==> config.mk <==
export PLATFORM = sky130hd
export DESIGN_NAME = bit_serial_mac_array
export DESIGN_NICKNAME = d
export VERILOG_FILES = /design/src/rtl/bsmac_pkg.sv /design/src/rtl/bit_serial_mac_array_lane_reduce.sv /design/src/rtl/bit_serial_mac_array.sv
export SDC_FILE = /design/constraint.sdc
export NUM_CORES = 1
export LEC_CHECK = 0
export BUFFER_PORTS_ARGS = -buffer_cell sky130_fd_sc_hd__buf_2
export CELL_PAD_IN_SITES_DETAIL_PLACEMENT = 1
export CELL_PAD_IN_SITES_GLOBAL_PLACEMENT = 1
export CORE_ASPECT_RATIO = 0.7
export CORE_MARGIN = 2
export CORE_UTILIZATION = 42
export CTS_CLUSTER_DIAMETER = 60
export DETAILED_ROUTE_END_ITERATION = 6
export PLACE_DENSITY_LB_ADDON = 0.1
export SLEW_MARGIN = 20
export SYNTH_ARGS = -nofsm -noshare
export SYNTH_HDL_FRONTEND = slang
export SYNTH_SLANG_ARGS = --single-unit
==> constraint.sdc <==
create_clock -name clk -period 8.8 [get_ports clk]
set_clock_uncertainty 0.1 [all_clocks]
set_input_delay 1.76 -clock clk [delete_from_list [all_inputs] [get_ports clk]]
set_output_delay 1.76 -clock clk [all_outputs]
set_load 0.03 [all_outputs]
==> src/rtl/bsmac_pkg.sv <==
// bsmac_pkg: shared types and helpers for the bit-serial MAC array.
//   state_e      - controller states (IDLE, RUN, DONE)
//   PREC_*       - precision-level encodings carried on in_prec
//   prec_nbits() - number of weight bits processed for a precision level
package bsmac_pkg;

  typedef enum logic [1:0] {
    IDLE = 2'd0,
    RUN  = 2'd1,
    DONE = 2'd2
  } state_e;

  localparam logic [1:0] PREC_FULL    = 2'd0;
  localparam logic [1:0] PREC_HALF    = 2'd1;
  localparam logic [1:0] PREC_QUARTER = 2'd2;
  localparam logic [1:0] PREC_EIGHTH  = 2'd3;

  // Weight bits consumed per transaction: WGT_W, WGT_W/2, WGT_W/4 or WGT_W/8.
  function automatic int prec_nbits(input int wgt_w, input logic [1:0] prec);
    case (prec)
      PREC_FULL:    prec_nbits = wgt_w;
      PREC_HALF:    prec_nbits = wgt_w / 2;
      PREC_QUARTER: prec_nbits = wgt_w / 4;
      PREC_EIGHTH:  prec_nbits = wgt_w / 8;
      default:      prec_nbits = wgt_w;
    endcase
  endfunction

endpackage

==> src/rtl/bit_serial_mac_array_lane_reduce.sv <==
// bsmac_lane_reduce: combinational partial-product stage.
// Each lane's activation is gated by that lane's current weight bit and the
// gated values are summed across all lanes.
//   act  in  LANES*ACT_W           activations, lane i at [i*ACT_W +: ACT_W]
//   wbit in  LANES                 current weight bit per lane
//   p    out ACT_W+clog2(LANES)    sum of gated activations (cannot overflow)
module bsmac_lane_reduce #(
  parameter int LANES = 4,
  parameter int ACT_W = 8,
  parameter int PW    = ACT_W + $clog2(LANES)
) (
  input  logic [LANES*ACT_W-1:0] act,
  input  logic [LANES-1:0]       wbit,
  output logic [PW-1:0]          p
);

  // Gate and sum lanes; PW is sized so LANES full-scale activations fit.
  always_comb begin
    p = {PW{1'b0}};
    for (int i = 0; i < LANES; i++) begin
      if (wbit[i]) begin
        p = p + PW'(act[i*ACT_W +: ACT_W]);
      end else begin
        p = p + {PW{1'b0}};
      end
    end
  end

endmodule

==> src/rtl/bit_serial_mac_array.sv <==
// bit_serial_mac_array: LANES activation/weight pairs multiplied bit-serially
// (one weight bit per cycle, LSB first) and reduced into one accumulator.
// Optional build macro: SIGNED_WEIGHT_EN - weights are two's complement at the
// selected precision (MSB partial product is subtracted).
//   clk       in  clock, rising edge
//   rst       in  synchronous active-high reset
//   in_valid  in  operand vector valid
//   in_ready  out block can accept an operand vector (IDLE)
//   in_act    in  LANES*ACT_W activations
//   in_wgt    in  LANES*WGT_W weights
//   in_prec   in  precision level 0..3 -> WGT_W >> in_prec bits
//   in_clr    in  1 = start from zero, 0 = add onto held accumulator
//   out_valid out result held in out_acc
//   out_ready in  downstream accepts result
//   out_acc   out accumulator (modulo 2^ACC_W)
//   busy      out controller not in IDLE
//   bit_cnt   out current weight bit index (debug)
module bit_serial_mac_array
  import bsmac_pkg::*;
#(
  parameter int LANES = 4,
  parameter int ACT_W = 8,
  parameter int WGT_W = 8,
  parameter int ACC_W = 24
) (
  input  logic                     clk,
  input  logic                     rst,
  input  logic                     in_valid,
  output logic                     in_ready,
  input  logic [LANES*ACT_W-1:0]   in_act,
  input  logic [LANES*WGT_W-1:0]   in_wgt,
  input  logic [1:0]               in_prec,
  input  logic                     in_clr,
  output logic                     out_valid,
  input  logic                     out_ready,
  output logic [ACC_W-1:0]         out_acc,
  output logic                     busy,
  output logic [$clog2(WGT_W)-1:0] bit_cnt
);

  localparam int CNT_W = $clog2(WGT_W);
  localparam int NW    = CNT_W + 1;
  localparam int PW    = ACT_W + $clog2(LANES);

  state_e                 state_r;
  state_e                 state_nxt_s;
  logic [LANES*ACT_W-1:0] act_r;
  logic [LANES*WGT_W-1:0] wgt_r;
  logic [NW-1:0]          nbits_r;
  logic [CNT_W-1:0]       bit_cnt_r;
  logic [ACC_W-1:0]       acc_r;
  logic                   in_ready_r;
  logic                   out_valid_r;
  logic                   busy_r;

  logic                   accept_s;
  logic                   last_s;
  logic [WGT_W-1:0]       wgt_lane_s [LANES];
  logic [LANES-1:0]       wbit_s;
  logic [PW-1:0]          p_s;
  logic [ACC_W-1:0]       term_s;
  logic [ACC_W-1:0]       acc_nxt_s;

  assign accept_s = in_valid && (state_r == IDLE);
  assign last_s   = (state_r == RUN) &&
                    ({1'b0, bit_cnt_r} == (nbits_r - {{CNT_W{1'b0}}, 1'b1}));

  // Only bits below N are ever indexed, so upper weight bits are ignored.
  for (genvar g = 0; g < LANES; g++) begin : g_wbit
    assign wgt_lane_s[g] = wgt_r[g*WGT_W +: WGT_W];
    assign wbit_s[g]     = wgt_lane_s[g][bit_cnt_r];
  end

  bsmac_lane_reduce #(
    .LANES (LANES),
    .ACT_W (ACT_W),
    .PW    (PW)
  ) u_reduce (
    .act  (act_r),
    .wbit (wbit_s),
    .p    (p_s)
  );

  assign term_s = ACC_W'(p_s) << bit_cnt_r;

  // Accumulator update; in signed mode the weight MSB carries negative weight.
  always_comb begin
    acc_nxt_s = acc_r + term_s;
`ifdef SIGNED_WEIGHT_EN
    if (last_s) begin
      acc_nxt_s = acc_r - term_s;
    end else begin
      acc_nxt_s = acc_r + term_s;
    end
`else
    acc_nxt_s = acc_r + term_s;
`endif
  end

  // Next-state logic.
  always_comb begin
    state_nxt_s = state_r;
    case (state_r)
      IDLE: begin
        if (accept_s) state_nxt_s = RUN;
        else          state_nxt_s = IDLE;
      end
      RUN: begin
        if (last_s) state_nxt_s = DONE;
        else        state_nxt_s = RUN;
      end
      DONE: begin
        if (out_ready) state_nxt_s = IDLE;
        else           state_nxt_s = DONE;
      end
      default: state_nxt_s = IDLE;
    endcase
  end

  // State, registered handshake outputs and datapath registers.
  always_ff @(posedge clk) begin
    if (rst) begin
      state_r     <= IDLE;
      in_ready_r  <= 1'b1;
      out_valid_r <= 1'b0;
      busy_r      <= 1'b0;
      act_r       <= {(LANES*ACT_W){1'b0}};
      wgt_r       <= {(LANES*WGT_W){1'b0}};
      nbits_r     <= {NW{1'b0}};
      bit_cnt_r   <= {CNT_W{1'b0}};
      acc_r       <= {ACC_W{1'b0}};
    end else begin
      state_r     <= state_nxt_s;
      in_ready_r  <= (state_nxt_s == IDLE);
      out_valid_r <= (state_nxt_s == DONE);
      busy_r      <= (state_nxt_s != IDLE);
      case (state_r)
        IDLE: begin
          if (accept_s) begin
            act_r     <= in_act;
            wgt_r     <= in_wgt;
            nbits_r   <= NW'(prec_nbits(WGT_W, in_prec));
            bit_cnt_r <= {CNT_W{1'b0}};
            if (in_clr) acc_r <= {ACC_W{1'b0}};
          end
        end
        RUN: begin
          acc_r     <= acc_nxt_s;
          // Park the debug counter at zero once the last bit is consumed.
          bit_cnt_r <= last_s ? {CNT_W{1'b0}} : bit_cnt_r + {{(CNT_W-1){1'b0}}, 1'b1};
        end
        DONE: begin
          acc_r <= acc_r;
        end
        default: begin
          bit_cnt_r <= {CNT_W{1'b0}};
        end
      endcase
    end
  end

  assign in_ready  = in_ready_r;
  assign out_valid = out_valid_r;
  assign busy      = busy_r;
  assign out_acc   = acc_r;
  assign bit_cnt   = bit_cnt_r;

endmodule

==> flow_summary.ini, run 1 <==
[status]
status = completed

[placed_design]
dp_hpwl_mm = 15.3
place_congestion = 0.920
port_buffers = 100

[routing]
wl_per_cell_um = 18.1
ant_nets = 0
wl_mm = 20.3
viasPerCell = 5.65
drc_errors = 0
vias = 6335
drtPass1Iterations = 6
detail_route.iter0.violations = 412

[power]
internal_power_mw = 0.772
pwr-share-seq_pct = 43.1
p_leak_nw = 3.37
p_switching_mw = 0.373
p_sw_share_pct = 32.6
combPwrFrac_pct = 21.4
vdd_ir_drop_max_uv = 110
clkPwrFrac_pct = 35.6
power.density_nw_per_um2 = 150

[finish]
diodes = 0
multiInputGateArea_um2 = 4390
nFillCells = 1936
area_growth_pct = 16.3
final_nets = 1035
regArea_um2 = 2000
drive_gt1_share_pct = 20.2
final_core_util_pct = 49.7

[floorplan]
die_area_um2 = 16600
ioPinCount = 101
initial_core_util_pct = 42.7
rows = 38
coreArea_um2 = 15400
die_x_um = 153
die_y_um = 109

[worst_setup_path]
cp.depth = 37
setup.worst_path.end_class = flop
critPathTopFamily = compound AO/OA/AOI/OAI gates
critical_path_arrival_ns = 8.62
critPathMaxFanout = 5
cp.required_ns = 8.96
crit_slowest_cell = mux4_2
critPathKind = reg2reg
max_stage_delay_ns = 0.51
worst-path-buf-inv = 1
start_kind = flop
reg2reg_depth = 37

[timing]
finalHoldViolations = 0
setup-violations-final = 0
max_freq_ghz = 0.118
slew_violations = 0
period_share_pct = 96.2
tns_ns = 0
finalCriticalPeriod_ns = 8.47
worstMarginPinSlew_ns = 0.989
max_slew_margin_pct = 34.1

[global_route]
grt_first_pass_wirelength_mm = 32.9
first_global_vias = 6337
antenna_found_initial = 1
grtUsageMet1_pct = 34.4
grt_max_degree = 91
use_met3_pct = 4.33
track_usage_pct = 24.6
busiest_layer = met2
grt_use_met2_pct = 40.6
grt.overflow.total = 0

[yosys]
synth_edf_count = 0
synthArstFlopShare_pct = 0
yosys.area.top_type_share_pct = 30.5
synthFlopType = dfxtp_1
synth_area_leader_cell = dfxtp_1
avgSynthCellArea_um2 = 7.81
synth_cell_type_count = 68
ys_ff_latch = 100
ys_seq_area_share_pct = 30.5
syn_nets = 957
syn_area_um2 = 6560
syn_inst = 839
synth_most_common_cell = nand2_1
ys.warnings.count = 0
synthTopCellsByArea = dfxtp_1 31%, nand2_1 10%, a21oi_1 8.2%, ha_1 8.2%, xnor2_1 3.5%
yosys-top-cells-count = 176 x nand2_1, 108 x a21oi_1, 100 x dfxtp_1, 58 x nor2_1, 43 x ha_1

[min_path]
min_path_type = reg2reg
whs_path_depth = 2

[clock_tree]
clk_pin_slew_ns = 0.08
ctsHoldBuffers = 0
cts_max_path_buffers = 2
clk_latency_ns = 0.37
cts-root-buf = clkbuf_16
cts_tree = built
cts_num_sinks = 100
cts.htree.levels = 3
numCtsBuffers = 9

[run]
cap_violations = 0
[power by group through the flow]
stage	Sequential [mW]	Combinational, mW	Clock (mW)
floorplan	0.503	0.168	0
CTS	0.493	0.242	0.420
detailed placement	0.504	0.240	0
global placement	0.503	0.229	0
global route	0.497	0.271	0.437
finish	0.493	0.245	0.407
[sequential cells by signal, indices dropped and copies added, names as in the netlist, 2 cells and up]
register and cells:
bit_cnt 3, wgt_r 32, state_r 2, nbits_r 4, act_r 32, out_acc 24
[layer usage]
layer | vias to the layer above | wire [µm] | share of wire, %
met2 | 127 | 9180 | 45
met3 | 13 | 867 | 4.3
met1 | 3072 | 10000 | 49
met4 | 2 | 187 | 0.92
li1 | 3121 | - | -
met5 | - | 13 | 0.064
[per-stage QoR]
stage	setup WS, ns	hold WS (ns)	cell area [µm²]	std cells	total power [mW]
floorplan	0.579	0.332	6560	839	0.671
global placement	0.123	0.341	7190	1102	0.732
detailed placement	-0.309	0.351	7190	1102	0.744
CTS	0.00458	0.355	7500	1118	1.16
global route	-0.00793	0.375	7630	1122	1.21
finish	0.333	0.352	7630	1122	1.15
[cell families after synthesis]
| logic type | after synthesis | share of synthesized area (%) |
|---|---|---|
| compound gates | 234 | 22.5 |
| xor+xnor | 33 | 4.41 |
| fa+ha+maj | 49 | 9.73 |
| buf+inv | 70 | 4.35 |
| flops | 100 | 30.5 |
| mux | 34 | 7.35 |
| simple gates | 319 | 21.2 |
[final cells by class]
type	instances	area share (%)
multi-input combinational	669	57.6
sequential	100	26.3
timing repair buffer	114	7.94
tap	200	3.28
clock buffer	10	3.00
inverter	23	1.13
clock inverter	6	0.788
[layout by cell type (no fill, tap or decap), types with 10 or more instances in the layout]
master	Yosys	final
a21o_1	14	14
a21oi_1	108	106
a22oi_1	15	15
buf_2	6	100
buf_4	0	14
dfxtp_1	100	99
ha_1	43	41
inv_1	22	22
mux2i_1	14	14
nand2_1	176	175
nand3_1	17	17
nor2_1	58	58
nor3_1	12	10
o21ai_0	26	22
xnor2_1	26	24
[worst reg2reg max path: cells and delay by family, from the launching register on]
family | cells | cell delay (ns)
DFF | 1 | 0.40
muxes | 2 | 0.80
and+or+nand+nor | 10 | 1.50
AOI/OAI and AO/OA | 16 | 3.19
buffers and inverters | 1 | 0.05
xor gates and xnor gates | 2 | 0.37
adders and majority gates | 6 | 1.99
[path summary, 6_finish.rpt]
| path | slack [ns] | start | end |
|---|---|---|---|
| min | 0.35 | act_r[7] | act_r[7] |
| max | 0.33 | bit_cnt[1] | out_acc[20] |
| min reg2reg | 0.35 | act_r[7] | act_r[7] |
| max reg2reg | 0.33 | bit_cnt[1] | out_acc[20] |
[timing repair]
action / 4_1_cts / 5_1_grt
resized for setup: 5 / 23
buffers inserted: 0 / 4
endpoints found under the setup margin: 7 / 12
pin swaps: 1 / 8
hold endpoints to repair: 0 / 0
Power figures use the tool's default switching activity.
==> run 2, diff against run 1 <==
- CTS_BUF_LIST: not set -> sky130_fd_sc_hd__clkbuf_4 sky130_fd_sc_hd__clkbuf_8 sky130_fd_sc_hd__clkbuf_16
==> run 2 against run 1 <==
  * Combinational power about the same
  * Count of clock-buffer cells in the layout unchanged
  * Cell count unchanged
  * Global-route usage about the same
  * Largest cell class unchanged
  * Register-to-register slack about the same
  * Highest routed layer unchanged
  * Sequential cell count unchanged
  * Utilization about the same
  * Critical path depth unchanged
==> flow_summary.ini, run 2 (synthesis gave the netlist of run 1 again) <==
[routing]
ant_nets = 0
viasPerCell = 5.62
wl_mm = 20.3
wl_per_cell_um = 18.1
detail_route.iter0.violations = 394
drtPass1Iterations = 5
drc_errors = 0
vias = 6311

[global_route]
grt_max_degree = 91
antenna_found_initial = 1
use_met3_pct = 4.33
track_usage_pct = 24.7
grtUsageMet1_pct = 34.4
busiest_layer = met2
first_global_vias = 6328
grt_first_pass_wirelength_mm = 32.9
grt.overflow.total = 0
grt_use_met2_pct = 40.6

[placed_design]
port_buffers = 100
post-place-ws_ns = -0.309
placed_cell_area_um2 = 7190
dp_hpwl_mm = 15.3
place_congestion = 0.920

[worst_setup_path]
reg2reg_setup_slack_ns = 0.33
max_stage_delay_ns = 0.51
r2r_end = out_acc[20]
critical_path_arrival_ns = 8.62
cp.required_ns = 8.95
reg2reg_depth = 37
start_kind = flop
critPathKind = reg2reg
setup.worst_path.end_class = flop
critPathMaxFanout = 5
crit-reg2reg-launch = bit_cnt[1]
crit_slowest_cell = mux4_2

[floorplan]
initial_core_util_pct = 42.7
die_y_um = 109
die_area_um2 = 16600
coreArea_um2 = 15400
ioPinCount = 101
die_x_um = 153
rows = 38

[timing]
max_freq_ghz = 0.118
layout_setup_ws_ns = 0.333
slew_violations = 0
max_slew_margin_pct = 33.4
period_share_pct = 96.2
setup-violations-final = 0
finalHoldViolations = 0
worstMarginPinSlew_ns = 0.999
hold-worst-slack_ns = 0.352
finalCriticalPeriod_ns = 8.47

[power]
p_leak_nw = 3.37
power.density_nw_per_um2 = 151
power_mw = 1.15
vdd_ir_drop_max_uv = 112

[finish]
layout_commonest_cell = nand2_1
final_nets = 1035
drive_gt1_share_pct = 20.3
fin_area_um2 = 7630
diodes = 0
multiInputGateArea_um2 = 4390
nFillCells = 1937
final_cell_mix = 175 x nand2_1, 106 x a21oi_1, 100 x buf_2
final_core_util_pct = 49.7
regArea_um2 = 2000
area_growth_pct = 16.4

[clock_tree]
cts-root-buf = clkbuf_16
cts.htree.levels = 3
numCtsBuffers = 9
cts_num_sinks = 100
cts_tree = built
cts_max_path_buffers = 2
clk_latency_ns = 0.37
clk_pin_slew_ns = 0.08

[min_path]
hold-path-endpoint = act_r[7]
min_path_type = reg2reg
whs_path_depth = 2
worstHoldStart = act_r[7]

[run]
cap_violations = 0

[status]
status = completed
run 2: per-layer routing:
metal	vias up	wire [µm]
li1	3119	-
met5	-	13
met1	3047	10000
met3	15	855
met4	2	195
met2	128	9170
run 2: through the flow:
step / instances / setup TNS (ns)
2_1_floorplan: 839 / 0
3_3_place_gp: 1102 / 0
3_5_place_dp: 1102 / -1.16
4_1_cts: 1118 / 0
5_1_grt: 1122 / -0.00680
6_report: 1122 / 0
run 2: report_power, final:
group | switching (mW) | internal [mW] | leakage, nW
clock network | 0.206 | 0.205 | 0.147
logic | 0.149 | 0.0950 | 2.41
registers | 0.0182 | 0.475 | 0.818
run 2: cell type report:
type | instances | area share, %
Tap cell | 200 | 3.28
Timing Repair Buffer | 114 | 7.94
Clock buffer | 10 | 3.05
Clock inverter | 6 | 0.787
Sequential cell | 100 | 26.3
Multi-Input combinational cell | 669 | 57.6
Inverter | 23 | 1.13
run 2: what timing repair did:
action,4_1_cts,5_1_grt
setup endpoints to repair,7,12
hold buffers,0,0
pin swaps,1,8
gates resized for setup,5,23
buffers inserted,0,4
run 2: critical path, delay by kind of cell (launching register included):
kind / cells / cell delay (ns)
multiplexers: 2 / 0.80
AND/OR/NAND/NOR: 10 / 1.50
flip-flops: 1 / 0.40
AO/OA/AOI/OAI: 16 / 3.15
XOR/XNOR: 2 / 0.37
buffers and inverters: 1 / 0.05
adder cells (fa/ha/maj): 6 / 1.97
run 2: how the worst max path moves through the flow:
stage,from,to,slack (ns),depth (start not counted)
2_1_floorplan,bit_cnt[1],out_acc[23],0.58,40
3_3_place_gp,bit_cnt[1],out_acc[20],0.12,37
3_5_place_dp,bit_cnt[1],out_acc[20],-0.31,37
4_1_cts,bit_cnt[1],out_acc[23],0.005,35
5_1_grt,bit_cnt[1],out_acc[22],-0.007,37
6_report,bit_cnt[1],out_acc[20],0.33,37
==> run 3, diff against run 2 <==
- CORE_UTILIZATION: 42 -> 35
==> run 3 against run 2 <==
  * Power barely moved
  * Critical endpoint is now out_acc[23]
  * Via count fell by 0.36%
  * Sequential share of layout area fell by 0.082 points
  * Worst setup slack improved by 0.15 ns
  * Sequential cell count did not move
  * Highest routed layer is now met4
  * Cell count rose by 3.2%
  * Hold slack improved by 0.0072 ns
  * Die area rose by 19%
  * Register-to-register slack improved by 0.15 ns
==> flow_summary.ini, run 3 (synthesis gave the netlist of run 1 again) <==
[routing]
wl_per_cell_um = 18.1
vias = 6288
detail_route.iter0.violations = 405
viasPerCell = 5.43
drc_errors = 0
wl_mm = 20.9
ant_nets = 0
drtPass1Iterations = 4

[floorplan]
die_x_um = 168
rows = 41
initial_core_util_pct = 36.1
die_area_um2 = 19900
ioPinCount = 101
coreArea_um2 = 18200
die_y_um = 119

[finish]
drive_gt1_share_pct = 19.8
final_cell_mix = 175 x nand2_1, 106 x a21oi_1, 100 x buf_2
layout_commonest_cell = nand2_1
area_growth_pct = 16.7
final_core_util_pct = 42.1
final_nets = 1034

[power]
p_leak_nw = 3.36
power.density_nw_per_um2 = 150
vdd_ir_drop_max_uv = 86.7
power_mw = 1.15

[global_route]
grt_first_pass_wirelength_mm = 34.1
antenna_found_initial = 1
grt.overflow.total = 0
first_global_vias = 6636
track_usage_pct = 21.4
grt_max_degree = 91

[clock_tree]
clk_latency_ns = 0.37
cts-root-buf = clkbuf_16
clk_pin_slew_ns = 0.08
cts_max_path_buffers = 2
ctsHoldBuffers = 0
cts_num_sinks = 100
cts_tree = built
numCtsBuffers = 9
cts.htree.levels = 3

[placed_design]
dp_hpwl_mm = 15.8
port_buffers = 100
place_congestion = 0.879

[min_path]
whs_path_depth = 2
min_path_type = reg2reg
hold-path-endpoint = wgt_r[31]
worstHoldStart = wgt_r[31]

[timing]
period_share_pct = 94.6
setup-violations-final = 0
max_slew_margin_pct = 32.9
worstMarginPinSlew_ns = 1.01
slew_violations = 0
finalCriticalPeriod_ns = 8.32
max_freq_ghz = 0.120
finalHoldViolations = 0
rsz0062_at_grt = no

[worst_setup_path]
crit-reg2reg-launch = bit_cnt[1]
reg2reg_depth = 33
critPathMaxFanout = 7
start_kind = flop
crit_slowest_cell = mux4_2
setup.worst_path.end_class = flop
critical_path_arrival_ns = 8.48
cp.required_ns = 8.96
reg2reg_setup_slack_ns = 0.48
max_stage_delay_ns = 0.50
r2r_end = out_acc[23]
critPathKind = reg2reg

[status]
status = completed

[run]
cap_violations = 0
==> run 3: cell types whose count changed in the layout (fill, tap and decap cells not counted), sizes merged <==
cell      change
inv           -3
clkinv        +2
buf           -1
clkinvlp      +1
diode         +1
==> run 3: repair_timing <==
| item | 4_1_cts | 5_1_grt |
|---|---|---|
| endpoints found under the setup margin | 7 | 14 |
| pin swaps | 0 | 4 |
| gates resized for setup | 3 | 19 |
| gates cloned | 0 | 0 |
| setup buffers | 0 | 1 |
==> run 3: power by group <==
group	switching, mW	leakage (nW)	total (mW)	internal (mW)
Sequential	0.0196	0.818	0.495	0.475
Combinational	0.151	2.40	0.247	0.0961
Clock	0.205	0.141	0.407	0.202
Total	0.375	3.36	1.15	0.773
==> run 3: critical path, delay by kind of cell (launching register included) <==
kind / cells / cell delay [ns]
flip-flops: 1 / 0.38
adder cells (fa/ha/maj): 5 / 1.82
XOR/XNOR: 2 / 0.32
AND/OR/NAND/NOR: 8 / 1.30
multiplexers: 3 / 1.28
AO/OA/AOI/OAI: 14 / 2.87
buffers and inverters: 1 / 0.16
==> run 3: how the worst max path moves through the flow <==
stage                           from           to  slack, ns  cells past startpoint
after floorplan           bit_cnt[1]  out_acc[23]       0.58                     40
after global placement    bit_cnt[1]  out_acc[23]       0.28                     36
after detailed placement  bit_cnt[1]  out_acc[23]      -0.12                     37
after CTS                 bit_cnt[1]  out_acc[20]       0.03                     33
after global routing      bit_cnt[1]  out_acc[20]       0.02                     35
final                     bit_cnt[1]  out_acc[23]       0.48                     33
==> run 3: area by class of cell <==
class | count | area [µm²]
antenna | 1 | 2.50
clock buffer | 10 | 233
sequential | 100 | 2000
tap | 236 | 295
clock inverter | 6 | 56.3
multi-input combinational | 669 | 4380
timing repair buffer | 113 | 598
fill | 2210 | 10500
inverter | 23 | 86.3
==> run 3: per-stage QoR <==
stage	setup slack, ns	setup TNS [ns]	instance area, µm²	cells	hold slack, ns
finish	0.479	0	7650	1158	0.359
global route	0.0228	0	7650	1157	0.386
CTS	0.0348	0	7550	1156	0.358
detailed placement	-0.123	-0.324	7250	1140	0.347
global placement	0.284	0	7250	1140	0.340
floorplan	0.579	0	6560	839	0.332
==> run 3: layer usage <==
| metal | GRT usage (%) | wire length [µm] | vias to the layer above |
|---|---|---|---|
| met4 | 5.71 | 291 | 0 |
| met2 | 32.8 | 8880 | 141 |
| met5 | 0 | 0 | - |
| met3 | 5.29 | 1090 | 20 |
| li1 | - | - | 3121 |
| met1 | 29.9 | 10700 | 3006 |
